--- config.mk ---
export PLATFORM = sky130hd
export DESIGN_NAME = ahb_master
export DESIGN_NICKNAME = d
export VERILOG_FILES = /design/src/rtl/ahb_pkg.sv /design/src/rtl/ahb_master.sv
export SDC_FILE = /design/constraint.sdc
export NUM_CORES = 1
export LEC_CHECK = 0
export BUFFER_PORTS_ARGS = -buffer_cell sky130_fd_sc_hd__buf_2
export CAP_MARGIN = 40
export CELL_PAD_IN_SITES_DETAIL_PLACEMENT = 2
export CELL_PAD_IN_SITES_GLOBAL_PLACEMENT = 2
export CORE_MARGIN = 5
export CORE_UTILIZATION = 30
export CTS_CLUSTER_SIZE = 12
export DETAILED_ROUTE_END_ITERATION = 6
export PLACE_DENSITY_LB_ADDON = 0.1
export RECOVER_POWER = 100
export SYNTH_ARGS = -nofsm -noshare
export SYNTH_HDL_FRONTEND = slang
export SYNTH_SLANG_ARGS = --single-unit
--- constraint.sdc ---
create_clock -name hclk -period 2.1 [get_ports hclk]
set_clock_uncertainty 0.2 [all_clocks]
set_input_delay 0.63 -clock hclk [delete_from_list [all_inputs] [get_ports hclk]]
set_output_delay 0.63 -clock hclk [all_outputs]
set_load 0.02 [all_outputs]
--- src/rtl/ahb_pkg.sv ---
// Shared AHB-Lite types for the miniTB master and slave.
// Holds the HTRANS encodings and the width-independent data-phase slot.
package ahb_pkg;

  typedef enum logic [1:0] {
    IDLE   = 2'b00,
    BUSY   = 2'b01,
    NONSEQ = 2'b10,
    SEQ    = 2'b11
  } htrans_t;

  // Only the direction is needed once a transfer has left its address phase.
  typedef struct packed {
    logic valid;
    logic write;
  } data_slot_t;

endpackage

--- src/rtl/ahb_master.sv ---
// Single-initiator AHB-Lite master: turns a valid/ready command stream into
// pipelined NONSEQ transfers and returns one in-order response per command.
module ahb_master
  import ahb_pkg::*;
#(
  parameter int addrWidth = 8,
  parameter int dataWidth = 32
) (
  input  logic                 hclk,
  input  logic                 hreset,
  input  logic                 cmd_valid,
  output logic                 cmd_ready,
  input  logic                 cmd_write,
  input  logic [addrWidth-1:0] cmd_addr,
  input  logic [dataWidth-1:0] cmd_wdata,
  output logic                 rsp_valid,
  output logic                 rsp_write,
  output logic [dataWidth-1:0] rsp_rdata,
  output logic                 hselx,
  output logic [addrWidth-1:0] haddr,
  output logic                 hwrite,
  output logic [1:0]           htrans,
  output logic [dataWidth-1:0] hwdata,
  input  logic                 hready,
  input  logic [dataWidth-1:0] hrdata
);

  // The address-phase slot doubles as the address-phase bus register, so
  // haddr/hwrite naturally hold their last values while the slot is empty.
  typedef struct packed {
    logic                 valid;
    logic                 write;
    logic [addrWidth-1:0] addr;
    logic [dataWidth-1:0] wdata;
  } addr_slot_t;

  addr_slot_t             r_aslot;
  data_slot_t             r_dslot;
  logic [dataWidth-1:0]   r_hwdata;
  logic                   r_rsp_valid;
  logic                   r_rsp_write;
  logic [dataWidth-1:0]   r_rsp_rdata;
  logic                   w_accept;

  // No command buffer: acceptance is exactly the pipeline advancing.
  assign cmd_ready = !hreset && hready;
  assign w_accept  = cmd_valid && cmd_ready;

  assign hselx     = r_aslot.valid;
  assign htrans    = r_aslot.valid ? NONSEQ : IDLE;
  assign haddr     = r_aslot.addr;
  assign hwrite    = r_aslot.write;
  assign hwdata    = r_hwdata;
  assign rsp_valid = r_rsp_valid;
  assign rsp_write = r_rsp_write;
  assign rsp_rdata = r_rsp_rdata;

  // NOTE: non-blocking assignments let the data slot take the old address
  // slot on the same edge the address slot takes the new command.
  always_ff @(posedge hclk) begin
    if (hreset) begin
      r_aslot     <= '0;
      r_dslot     <= '0;
      r_hwdata    <= '0;
      r_rsp_valid <= 1'b0;
      r_rsp_write <= 1'b0;
      r_rsp_rdata <= '0;
    end else begin
      r_rsp_valid <= 1'b0;
      if (hready) begin
        if (r_dslot.valid) begin
          r_rsp_valid <= 1'b1;
          r_rsp_write <= r_dslot.write;
          r_rsp_rdata <= r_dslot.write ? '0 : hrdata;
        end
        r_dslot.valid <= r_aslot.valid;
        r_dslot.write <= r_aslot.write;
        if (r_aslot.valid && r_aslot.write) begin
          r_hwdata <= r_aslot.wdata;
        end
        if (w_accept) begin
          r_aslot.valid <= 1'b1;
          r_aslot.write <= cmd_write;
          r_aslot.addr  <= cmd_addr;
          r_aslot.wdata <= cmd_wdata;
        end else begin
          r_aslot.valid <= 1'b0;
        end
      end
    end
  end

endmodule

==> flow_metrics.tcl <==
set metrics [dict create \
    cp_max_fo 5 \
    layout-drive-gt1-share_pct 28.29 \
    track_usage_pct 14.13 \
    clock_path_buffers 2 \
    path_cells "clkbuf_1" \
    place_congestion 0.6582 \
    cp.required_ns 1.27 \
    post_cts_buffers 0 \
    boundaryPins 156 \
    synth_nets 583 \
    critical_path_class "reg -> out" \
    dr.first_iter.drc_count 226 \
    area_growth_pct 19.65 \
    cts_hold_buf 0 \
    h-tree-depth 3 \
    vias 4046 \
    nNetsFinal 689 \
    period_share_pct 89.06 \
    power_per_cell_area_nw_per_um2 705.6 \
    startpoint_type "register" \
    synth_common_cells "110 x dfxtp_1, 74 x a21bo_2, 74 x a21oi_1" \
    syn_inst 506 \
    cp-startpoint "hselx$_SDFFE_PP0P_" \
    dp_cells 821 \
    slew_headroom_pct 38.44 \
    dp_hpwl_mm 8.796 \
    cts_buffers 9 \
    worstPathArrival_ns 1.04 \
    vias_per_cell 4.846 \
    worst_path_max_delay_cell "dfxtp_1" \
    antenna_cells 0 \
    avgRoutedWirePerCell_um 16.49 \
    totalWireLength_mm 13.77 \
    syn_area_sq_um 4955 \
    detail-route-antenna-nets 0 \
    critical_path.endpoint "htrans[1]" \
    die_width_um 138.5 \
    antenna_found_initial 1 \
    p_leak_nw 2.107 \
    hold_path_class "reg -> reg" \
    tightestPinTransition_ns 0.9234 \
    port_buffers 154 \
    ys_warn_count 0 \
    first_pass_iters 4 \
    synthArstFlopShare_pct 0 \
    period_needed_ns 1.870 \
    drv_slew 0 \
    cts_resized 0 \
    reg2reg_depth 3 \
    ys.flop_type "dfxtp_1" \
    rsz0062_at_grt "no" \
    crit_buf_inv 1 \
    drc 0 \
    clk_pin_slew_ns 0.07 \
    grt_max_degree 143 \
    finalSetupTns_ns 0 \
    fill_cells 1845 \
    finish.instance_area_sq_um 5928 \
    synthTopCellsByArea "dfxtp_1 44%, a21bo_2 15%, nand2b_1 8.1%" \
    max_clock_freq_mhz 534.7 \
    p_total_w 0.004183 \
    grt_overflow 0 \
    synth_top_area_cell "dfxtp_1" \
    cp-end-kind "primary output" \
    grt_pass1_vias 4336 \
    rrSetupSlack_ns 0.64 \
    grt_pass1_wl_mm 22.45 \
    finalSetupViolCount 0 \
    synth_cell_type_count 17 \
    syn_avg_cell_area_sq_um 9.792 \
    reg2reg_to "hwdata[25]$_SDFFE_PP0P_" \
    cts_tree "built" \
    synth_top_cell_area_share_pct 44.44 \
    cts_sinks 110 \
    core_region_area_sq_um 16410 \
    yosysSeqAreaShare_pct 44.44 \
    critPathMaxStageDelay_ns 0.43 \
    outcome "complete, no violations" \
    die_h_um 138.5 \
    rows 47 \
    start_util_pct 30.20 \
    fin_cells 835 \
    critical-path-top-delay-family "flip-flops" \
    synth-seq-cells 110 \
    synth_edf_count 0 \
    drv_cap 0 \
    synth.most_common_cell "dfxtp_1" \
    peakVddDrop_mv 0.3833 \
    final-hold-violation-count 0 \
    r2r-start "hselx$_SDFFE_PP0P_" \
    worstSkewPairLatency_ns 0.34 \
    cp_num_cells 1 \
    placed_area_sq_um 5773 \
    die-area_sq_um 19190 \
    clock-root-buffer "clkbuf_16" \
]
[kinds of logic (layout without fill, tap and decap cells)]
| logic type | Yosys count | after routing | synth area share (%) |
|---|---|---|---|
| other | 1 | 1 | 0.07568 |
| DFF | 110 | 110 | 44.44 |
| and+or+nand+nor | 145 | 145 | 18.61 |
| buffers and inverters | 67 | 176 | 7.374 |
| AOI/OAI and AO/OA | 148 | 148 | 22.42 |
| muxes | 35 | 35 | 7.071 |
[flip-flops by register name, indices dropped and copies added, names as in the netlist]
signal and flops:
rsp_rdata 32, hwrite 1, haddr 8, rsp_valid 1
r_dslot 2, r_aslot 32, rsp_write 1, hselx 1
hwdata 32
[layout by cell type, fill, tap and decap left out]
cell type and count:
mux2i_1 35, dfxtp_2 1, nand2b_1 64, buf_12 3
nand3_1 42, buf_4 3, nor2b_4 1, clkbuf_8 3
clkinv_2 1, nor2_1 4, and3_2 1, a21oi_1 74
clkbuf_1 79, buf_2 75, dfxtp_1 109, nand4b_1 32
conb_1 1, nand2_1 1, a21bo_2 74, buf_6 2
clkbuf_2 1, clkbuf_16 9
[per-stage QoR]
step / worst slack, ns / utilization (%) / hold WS (ns)
finish: 0.2298 / 36.13 / 0.2699
global route: 0.1307 / 36.13 / 0.2911
CTS: 0.2132 / 36.86 / 0.2779
detailed placement: 0.2146 / 35.19 / 0.2670
global placement: 0.2064 / 35.19 / 0.2506
floorplan: 0.02474 / - / 0.2465
[layout make-up]
cell class	instances	area [sq um]	area share (%)
Multi-Input combinational cell	329	2396	40.42
Timing Repair Buffer	162	778.2	13.13
Tap cell	220	275.3	4.643
Clock buffer	13	270.3	4.559
Clock inverter	1	5.005	0.08442
Sequential cell	110	2203	37.17
[report_power, final]
part,total [W],switching (W),leakage [nW],internal [W]
Combinational,0.000389,0.000220,1.08,0.000168
Clock,0.00164,0.000750,0.138,0.000890
Sequential,0.00215,0.0000226,0.892,0.00213
Total,0.00418,0.000993,2.11,0.00319
[per-layer routing]
layer,vias up,global-route usage (%),routed length (um),share of wire [%]
met2,86,23.84,6745,49
met3,12,5.905,988,7.2
li1,1967,-,-,-
met4,2,3.432,112,0.81
met5,-,0,13,0.094
met1,1979,16.74,5910,43
[worst min-delay path by stage]
stage / start / to / cells past startpoint
global placement: r_aslot[12]$_SDFFE_PP0P_ / hwdata[12]$_SDFFE_PP0P_ / 2
global route: r_aslot[28]$_SDFFE_PP0P_ / hwdata[28]$_SDFFE_PP0P_ / 2
detailed placement: r_aslot[4]$_SDFFE_PP0P_ / hwdata[4]$_SDFFE_PP0P_ / 2
CTS: r_aslot[23]$_SDFFE_PP0P_ / hwdata[23]$_SDFFE_PP0P_ / 2
finish: r_aslot[4]$_SDFFE_PP0P_ / hwdata[4]$_SDFFE_PP0P_ / 2
floorplan: r_aslot[27]$_SDFFE_PP0P_ / hwdata[27]$_SDFFE_PP0P_ / 2
Note: power is estimated with default switching activity, not from simulation.
